`config.mk`:
```
export PLATFORM = sky130hd
export DESIGN_NAME = rf_wport_arbiter
export DESIGN_NICKNAME = d
export VERILOG_FILES = /design/src/rtl/rv32_pkg.sv /design/src/rtl/wport_fifo.sv /design/src/rtl/rf_wport_arbiter.sv
export SDC_FILE = /design/constraint.sdc
export NUM_CORES = 1
export LEC_CHECK = 0
export ABC_CLOCK_PERIOD_IN_PS = 2900
export BUFFER_PORTS_ARGS = -buffer_cell sky130_fd_sc_hd__buf_2
export CORE_MARGIN = 3
export CORE_UTILIZATION = 50
export CTS_CLUSTER_DIAMETER = 200
export DETAILED_ROUTE_END_ITERATION = 10
export PLACE_DENSITY_LB_ADDON = 0.05
export SLEW_MARGIN = 5
export SYNTH_ARGS = -nofsm -noshare
export SYNTH_HDL_FRONTEND = slang
export SYNTH_SLANG_ARGS = --single-unit
export TNS_END_PERCENT = 1
```
`constraint.sdc`:
```
create_clock -name clk -period 2.9 [get_ports clk]
set_input_delay 0.145 -clock clk [delete_from_list [all_inputs] [get_ports clk]]
set_output_delay 0.145 -clock clk [all_outputs]
set_load 0.1 [all_outputs]
```
`src/rtl/rv32_pkg.sv`:
```
// rv32_pkg: shared core constants and write-port arbiter state encoding.
package rv32_pkg;
  localparam int XLEN = 32;
  localparam logic [4:0] REG_X0 = 5'd0;
  typedef enum logic [1:0] {ARB_IDLE, ARB_WAIT, ARB_STALL} arb_state_e;
endpackage

```
`src/rtl/wport_fifo.sv`:
```
// wport_fifo: circular FIFO of {rd, data} with a per-register pending mask.
module wport_fifo #(
  parameter int DEPTH = 2,
  parameter int XLEN  = 32,
  localparam int AW = $clog2(DEPTH),
  localparam int CW = $clog2(DEPTH + 1)
) (
  input  logic            clk,
  input  logic            rst,
  input  logic            push,
  input  logic [4:0]      push_rd,
  input  logic [XLEN-1:0] push_data,
  input  logic            pop,
  output logic            full,
  output logic            empty,
  output logic [CW-1:0]   count,
  output logic [4:0]      head_rd,
  output logic [XLEN-1:0] head_data,
  output logic [31:0]     pending_mask
);
  logic [4:0]      rd_q [DEPTH];
  logic [4:0]      rd_d [DEPTH];
  logic [XLEN-1:0] data_q [DEPTH];
  logic [XLEN-1:0] data_d [DEPTH];
  logic [DEPTH-1:0] vld_q, vld_d;
  logic [AW-1:0]   head_q, head_d, tail_q, tail_d;
  logic [CW-1:0]   count_q, count_d;
  always_comb begin
    rd_d    = rd_q;
    data_d  = data_q;
    vld_d   = vld_q;
    head_d  = pop ? head_q + AW'(1) : head_q;
    tail_d  = push ? tail_q + AW'(1) : tail_q;
    count_d = count_q + CW'(push) - CW'(pop);
    if (pop) vld_d[head_q] = 1'b0;
    if (push) begin
      vld_d[tail_q]  = 1'b1;
      rd_d[tail_q]   = push_rd;
      data_d[tail_q] = push_data;
    end
  end
  always_ff @(posedge clk or posedge rst) begin
    if (rst) begin
      rd_q    <= '{default: '0};
      data_q  <= '{default: '0};
      vld_q   <= '0;
      head_q  <= '0;
      tail_q  <= '0;
      count_q <= '0;
    end else begin
      rd_q    <= rd_d;
      data_q  <= data_d;
      vld_q   <= vld_d;
      head_q  <= head_d;
      tail_q  <= tail_d;
      count_q <= count_d;
    end
  end
  always_comb begin
    pending_mask = '0;
    for (int i = 0; i < DEPTH; i++)
      pending_mask = pending_mask | (vld_q[i] ? 32'(1) << rd_q[i] : 32'(0));
  end
  assign full      = count_q == CW'(DEPTH);
  assign empty     = count_q == '0;
  assign count     = count_q;
  assign head_rd   = rd_q[head_q];
  assign head_data = data_q[head_q];
endmodule

```
`src/rtl/rf_wport_arbiter.sv`:
```
// rf_wport_arbiter: shares the RF write port between write-back and queued MDU results,
// with a starvation stall so queued results always retire.
module rf_wport_arbiter import rv32_pkg::*; #(
  parameter int XLEN     = rv32_pkg::XLEN,
  parameter int DEPTH    = 2,
  parameter int MAX_WAIT = 4,
  localparam int CW = $clog2(DEPTH + 1),
  localparam int WW = $clog2(MAX_WAIT + 1)
) (
  input  logic            clk,
  input  logic            rst,
  input  logic            wb_we,
  input  logic [4:0]      wb_rd,
  input  logic [XLEN-1:0] wb_data,
  input  logic            mdu_valid,
  output logic            mdu_ready,
  input  logic [4:0]      mdu_rd,
  input  logic [XLEN-1:0] mdu_data,
  output logic            rf_we,
  output logic [4:0]      rf_waddr,
  output logic [XLEN-1:0] rf_wdata,
  output logic            mdu_grant,
  output logic            stall_req,
  output logic [31:0]     pending_mask
);
  arb_state_e      state_q, state_d;
  logic [WW-1:0]   wcnt_q, wcnt_d;
  logic            full, empty, push, wb_act, drain;
  logic [CW-1:0]   count;
  logic [4:0]      head_rd;
  logic [XLEN-1:0] head_data;
  logic [31:0]     fifo_mask;
  wport_fifo #(.DEPTH(DEPTH), .XLEN(XLEN)) u_fifo (
    .clk          (clk),
    .rst          (rst),
    .push         (push),
    .push_rd      (mdu_rd),
    .push_data    (mdu_data),
    .pop          (mdu_grant),
    .full         (full),
    .empty        (empty),
    .count        (count),
    .head_rd      (head_rd),
    .head_data    (head_data),
    .pending_mask (fifo_mask)
  );
  // x0 results are acknowledged but never stored
  assign mdu_ready    = !rst && !full;
  assign push         = mdu_valid && mdu_ready && mdu_rd != REG_X0;
  assign wb_act       = !rst && wb_we && wb_rd != REG_X0;
  assign mdu_grant    = !rst && !wb_act && !empty;
  assign rf_we        = wb_act || mdu_grant;
  assign rf_waddr     = wb_act ? wb_rd : mdu_grant ? head_rd : '0;
  assign rf_wdata     = wb_act ? wb_data : mdu_grant ? head_data : '0;
  assign pending_mask = rst ? '0 : fifo_mask;
  assign drain        = count == CW'(1) && !push;
  always_ff @(posedge clk or posedge rst) begin
    if (rst) begin
      state_q <= ARB_IDLE;
      wcnt_q  <= '0;
    end else begin
      state_q <= state_d;
      wcnt_q  <= wcnt_d;
    end
  end
  always_comb begin
    state_d = state_q;
    wcnt_d  = wcnt_q;
    unique case (state_q)
      ARB_IDLE: state_d = push ? ARB_WAIT : ARB_IDLE;
      ARB_WAIT: begin
        wcnt_d  = mdu_grant ? '0 : wcnt_q + WW'(1);
        state_d = mdu_grant ? (drain ? ARB_IDLE : ARB_WAIT)
                : wcnt_q + WW'(1) == WW'(MAX_WAIT) ? ARB_STALL : ARB_WAIT;
      end
      ARB_STALL: begin
        wcnt_d  = mdu_grant ? '0 : wcnt_q;
        state_d = mdu_grant ? (drain ? ARB_IDLE : ARB_WAIT) : ARB_STALL;
      end
      default: state_d = ARB_IDLE;
    endcase
  end
  always_comb stall_req = state_q == ARB_STALL;
endmodule

```
# Yosys cells after proc, flatten, opt, wreduce, memory -nomap -nowiden
# Cells that the tools add are included.
# W data, S select, Z words.
# classes
shifts,2
reduce_logical,23
add_sub_neg,5
mux,34
bitwise,6
n_eq_ne,6
magnitude_cmp,7
# op_table
operator,count
$mux W32,9
$bwmux W64,1
$shl A1 B5 Y32 const A,2
$demux W32 S1,1
$or A32 B32 Y32,1
$mux W5,6
$logic_and A1 B1 Y1,11
$bwmux W10,1
$mux W2,5
$reduce_bool A5 Y1,2
$mux W3,2
$pmux W2 S3,1
$pmux W3 S2,1
$demux W5 S1,1
$logic_not A1 Y1,5
$eq A2 B1 Y1 const B,2
$eq A2 B2 Y1 const B,2
$ge A2 B2 Y1 const B,2
$logic_not A2 Y1,2
$lt A1 B2 Y1 const B,2
$mux W1,4
$not A1 Y2,2
$add A3 B1 Y3 const B,1
$eq A3 B3 Y1 const B,1
13 further kinds,16
# word_totals
input_bits,78
register_bits,85
output_inout_bits,73
elab_cells,93

# Logic depth before layout (Yosys ltp)
# logic_depth
depth_word,10
depth_mapped,9
depth_no_buf,8

# By module
# A second synthesis with hierarchy kept.
# hier_totals
hier_cells,416
hier_area_um2,4983.5
# modules_own_cells
module,seq_area_each_um2,cells_per_inst,area_each_um2,n_inst
wport_fifo,2001.9,296,4041.4,1
rf_wport_arbiter,125.1,120,942.2,1

# Worst setup path after synthesis
# Ideal clock, no wire load.
# synth_path
kind,input port to output port
from,input port wb_rd[0]
to,output port rf_waddr[0]
arrival_ns,3.389
required_time_ns,2.755
n_path_buf,2
path_stages,5
setup_slack_ns,-0.634
path_cell_list,or3_1 -> a2111o_1 -> buf_6 -> clkbuf_1 -> o21ai_0
# synth_via
elab_chain_len,7
# synth_lines
item,line,rtl
start: declaration,rf_wport_arbiter.sv:13,"input logic [4:0] wb_rd,"
$reduce_bool A5 Y1,rf_wport_arbiter.sv:50,assign wb_act = !rst && wb_we && wb_rd != REG_X0;
$logic_and A1 B1 Y1,rf_wport_arbiter.sv:50,
$logic_not A1 Y1,rf_wport_arbiter.sv:51,assign mdu_grant = !rst && !wb_act && !empty;
$logic_and A1 B1 Y1 (2 in a row),rf_wport_arbiter.sv:51,
$mux W5,rf_wport_arbiter.sv:53,assign rf_waddr = wb_act ? wb_rd : mdu_grant ? head_rd : '0;
$mux W5 *,rf_wport_arbiter.sv:53,
end: declaration,rf_wport_arbiter.sv:20,"output logic [4:0] rf_waddr,"
# Every way passes the cells marked *; elsewhere a longest branch is shown, timed or not.

# Worst setup path after layout
# layout_path
from,register u_fifo.rd_q[3] (netlist name)
to,output port pending_mask[3]
# layout_via
elab_chain_len,4
# layout_lines
item,line,rtl
start: declaration,wport_fifo.sv:21,logic [4:0] rd_q [DEPTH];
start signal: assignment,wport_fifo.sv:51,rd_q <= rd_d;
$shl A1 B5 Y32,wport_fifo.sv:62,pending_mask = pending_mask | (vld_q[i] ? 32'(1) << rd_q[i] : 32'(0));
$mux W32,wport_fifo.sv:62,
$or A32 B32 Y32,wport_fifo.sv:62,
$mux W32,rf_wport_arbiter.sv:55,assign pending_mask = rst ? '0 : fifo_mask;
end: declaration,rf_wport_arbiter.sv:24,output logic [31:0] pending_mask
# No other way between the ends.

==> run_summary.xml <==
<?xml version="1.0" encoding="UTF-8"?>
<metrics>
  <group name="outcome">
    <metric name="run_status" unit="">finished clean</metric>
  </group>
  <group name="logic_synthesis">
    <metric name="yosysWarningCount" unit="">0</metric>
    <metric name="proportion_of_synthesized_chip_area_in_sequential_cells" unit="">0.4510</metric>
    <metric name="avgSynthCellArea" unit="sq um">10.34</metric>
    <metric name="yosys_most_used_dff" unit="">sky130_fd_sc_hd__dfrtp_1</metric>
    <metric name="synthCells" unit="">456</metric>
    <metric name="synthArstFlopShare" unit="">1.000</metric>
    <metric name="synthesized_flop_and_latch_total" unit="">85</metric>
    <metric name="synth_cell_types" unit="">42</metric>
    <metric name="synth-edff-count" unit="">0</metric>
    <metric name="synthesis.nets" unit="">538</metric>
    <metric name="synth.cell_area" unit="sq mm">0.004716</metric>
  </group>
  <group name="cells_and_area">
    <metric name="multiInputGateArea" unit="sq mm">0.002434</metric>
    <metric name="area_growth_syn_to_layout" unit="%">33.78</metric>
    <metric name="final_layout_size_suffix_gt1_frac" unit="">0.4250</metric>
    <metric name="finish.net_count" unit="">677</metric>
    <metric name="final_core_occ" unit="">0.7062</metric>
    <metric name="antenna-diode-count" unit="">0</metric>
    <metric name="regArea" unit="sq mm">0.002128</metric>
    <metric name="fill_cells" unit="">700</metric>
  </group>
  <group name="cts">
    <metric name="ctsHoldBuffers" unit="">0</metric>
    <metric name="cts_setup_buffers" unit="">0</metric>
    <metric name="tritoncts" unit="">built</metric>
    <metric name="cts.path.max_buffers" unit="">2</metric>
    <metric name="clock_tree.root_cell" unit="">sky130_fd_sc_hd__clkbuf_8</metric>
    <metric name="ctsHtreeMaxLevel" unit="">3</metric>
    <metric name="cts.clk_slew.worst_paths" unit="ps">90</metric>
    <metric name="numCtsBuffers" unit="">9</metric>
    <metric name="cts.sink_count" unit="">85</metric>
    <metric name="clk-insertion-delay-late" unit="ps">350</metric>
    <metric name="post_cts_sizing_count" unit="">0</metric>
  </group>
  <group name="floorplanning">
    <metric name="core.rowCount" unit="">34</metric>
    <metric name="die_height" unit="um">103.1</metric>
    <metric name="placeableCoreArea" unit="sq mm">0.008934</metric>
    <metric name="floorplan.io_pins" unit="">151</metric>
    <metric name="start_util" unit="">0.5279</metric>
    <metric name="die-width" unit="um">103.1</metric>
    <metric name="dieArea" unit="sq mm">0.01063</metric>
  </group>
  <group name="pwr">
    <metric name="power.static_leakage" unit="nW">2.926</metric>
    <metric name="power.density" unit="mW/mm^2">1052</metric>
    <metric name="vdd.ir_drop.worst" unit="mV">0.5706</metric>
  </group>
  <group name="global_route">
    <metric name="grt_start_max_net_pins" unit="">48</metric>
    <metric name="antenna_found_initial" unit="">0</metric>
    <metric name="gr-usage-all-layers" unit="">0.2318</metric>
    <metric name="first_global_vias" unit="">4053</metric>
    <metric name="grt_remaining_overflow" unit="">0</metric>
    <metric name="grt_first_pass_wirelength" unit="um">19330</metric>
  </group>
  <group name="sta">
    <metric name="final.min_clock_period" unit="ps">2532</metric>
    <metric name="final_report_setup_violation_count" unit="">0</metric>
    <metric name="period_share" unit="">0.8733</metric>
    <metric name="slew-limit-headroom" unit="">0.5311</metric>
    <metric name="clock-skew-final" unit="ps">12.76</metric>
    <metric name="fmax_achieved" unit="MHz">394.9</metric>
    <metric name="rsz_0062_raised_after_global_routing" unit="">false</metric>
    <metric name="final.setup.tns" unit="ps">0</metric>
    <metric name="worst_pin_slew" unit="ps">693.5</metric>
    <metric name="finalHoldViolCount" unit="">0</metric>
    <metric name="final_max_slew_viol_count" unit="">0</metric>
  </group>
  <group name="drt">
    <metric name="avgViaCountPerCell" unit="">5.627</metric>
    <metric name="post-route-drc-count" unit="">0</metric>
    <metric name="drt_pre_antenna_iters" unit="">5</metric>
    <metric name="routed-via-count" unit="">3984</metric>
    <metric name="finalWirelength" unit="um">11910</metric>
    <metric name="drtIter0Drc" unit="">181</metric>
    <metric name="drt.antenna.violating_nets" unit="">0</metric>
    <metric name="wl_per_cell" unit="um">16.82</metric>
  </group>
  <group name="placement">
    <metric name="dpl.hpwl" unit="um">8865</metric>
    <metric name="numPortBuffers" unit="">150</metric>
    <metric name="finalWeightedCongestion" unit="">0.9093</metric>
  </group>
  <group name="setup_path">
    <metric name="worst_ep_required_time" unit="ps">2760</metric>
    <metric name="crit_path_max_fanout" unit="">17</metric>
    <metric name="start_kind" unit="">register</metric>
    <metric name="critical_path.endpoint_type" unit="">output pin</metric>
    <metric name="worstPathArrival" unit="ps">2390</metric>
    <metric name="worstSetupPathType" unit="">reg -&gt; out</metric>
  </group>
  <group name="min_path">
    <metric name="holdCritPathClass" unit="">in -&gt; reg</metric>
  </group>
  <group name="run">
    <metric name="max_cap_viol_count" unit="">0</metric>
  </group>
</metrics>
-- logic make-up after synthesis --
group                      count (synthesis)  share of synthesized area
adders and majority gates                  4                    0.01061
muxes                                    111                     0.2552
buffers and inverters                     37                    0.03423
xor gates and xnor gates                   4                   0.007430
DFF                                       85                     0.4510
AOI/OAI and AO/OA                         86                     0.1173
and+or+nand+nor                          129                     0.1242
-- per-layer routing --
metal,share of wire,wire (um),track usage,vias up
met5,0,0,0,-
met4,0.0079,94,0.05378,0
met3,0.068,805,0.06157,6
met2,0.51,6069,0.4040,138
met1,0.41,4938,0.2879,1950
li1,-,-,-,1890
-- path summary, 6_finish.rpt --
kind                              startpoint                 to  slack [ps]  cells after the start
max                           u_fifo.rd_q[3]    pending_mask[3]         370                      4
min                             mdu_data[28]  u_fifo.data_q[60]          30                      2
max reg2reg                  u_fifo.count[1]    u_fifo.count[1]         600                      9
min reg2reg                u_fifo.data_q[10]  u_fifo.data_q[10]         510                      1
max in group asynchronous                rst      u_fifo.head_q        2190                      3
min in group asynchronous                rst  u_fifo.data_q[29]         220                      3
-- cells in the mapped netlist (all sizes together), types with 2 or more instances --
master / count / area, sq um
a21oi: 9 / 48.80
o21a: 2 / 15.01
nand2b: 6 / 37.54
mux2: 74 / 833.3
ha: 4 / 50.05
o2bb2ai: 2 / 17.52
nor2: 47 / 176.4
o21ai: 40 / 200.2
nor4bb: 2 / 20.02
mux2i: 37 / 370.4
and2: 3 / 18.77
a22oi: 18 / 135.1
nor3: 7 / 35.03
nand3: 4 / 20.02
nand2: 43 / 161.4
xnor2: 3 / 26.28
a32oi: 6 / 52.55
buf: 12 / 62.56
nor2b: 11 / 68.82
dfrtp: 85 / 2127
clkbuf: 19 / 71.32
inv: 6 / 27.53
-- state kept, by name, indices dropped and copies added, names as in the netlist --
name           count
u_fifo.vld_q       2
u_fifo.head_q      1
u_fifo.tail_q      1
wcnt_q             3
u_fifo.data_q     64
u_fifo.count       2
u_fifo.rd_q       10
state_q            2
-- cell type report --
cell class / count / share of cell area
repair buffers: 159 / 0.2221
multi-input cells: 334 / 0.3858
well taps: 108 / 0.02142
inverters: 6 / 0.004562
flip-flops and latches: 85 / 0.3374
clock buffers: 10 / 0.02182
clock inverters: 6 / 0.006942
-- per-stage QoR --
stage	total power [mW]	area [sq um]	setup WS, ps	hold slack, ps	std cells
3_3_place_gp	5.774	6127	498.3	389.5	692
3_5_place_dp	5.898	6127	436.1	394.6	692
6_report	6.636	6309	367.5	33.45	708
4_1_cts	6.671	6309	391.3	19.08	708
5_1_grt	7.050	6309	213.2	18.39	708
2_1_floorplan	4.904	4716	-634.5	295.6	456
-- report_power, final --
group / internal (mW) / switching [mW]
Sequential: 1.79 / 0.538
Clock: 0.342 / 0.427
Combinational: 1.42 / 2.12
-- critical path, stage by stage (launching register included) --
cell	delay, ps
sky130_fd_sc_hd__dfrtp_1	570
sky130_fd_sc_hd__nor4b_1	700
sky130_fd_sc_hd__a32oi_1	200
sky130_fd_sc_hd__nor2_1	120
sky130_fd_sc_hd__buf_2	440
-- layout by cell type, fill, tap and decap left out, types with 6 or more instances in the layout --
| cell type | synthesis | layout |
|---|---|---|
| sky130_fd_sc_hd__buf_2 | 8 | 112 |
| sky130_fd_sc_hd__buf_4 | 0 | 8 |
| sky130_fd_sc_hd__nor2_1 | 47 | 47 |
| sky130_fd_sc_hd__a32oi_1 | 6 | 6 |
| sky130_fd_sc_hd__o21ai_0 | 40 | 40 |
| sky130_fd_sc_hd__nor2b_1 | 11 | 11 |
| sky130_fd_sc_hd__nand2b_1 | 6 | 6 |
| sky130_fd_sc_hd__clkbuf_8 | 0 | 10 |
| sky130_fd_sc_hd__mux2i_1 | 37 | 37 |
| sky130_fd_sc_hd__nor3_1 | 7 | 7 |
| sky130_fd_sc_hd__nand2_1 | 43 | 43 |
| sky130_fd_sc_hd__mux2_2 | 74 | 74 |
| sky130_fd_sc_hd__buf_12 | 0 | 39 |
| sky130_fd_sc_hd__a21oi_1 | 8 | 8 |
| sky130_fd_sc_hd__dfrtp_1 | 85 | 84 |
| sky130_fd_sc_hd__a22oi_1 | 18 | 18 |
(Power assumes the default switching activity.)
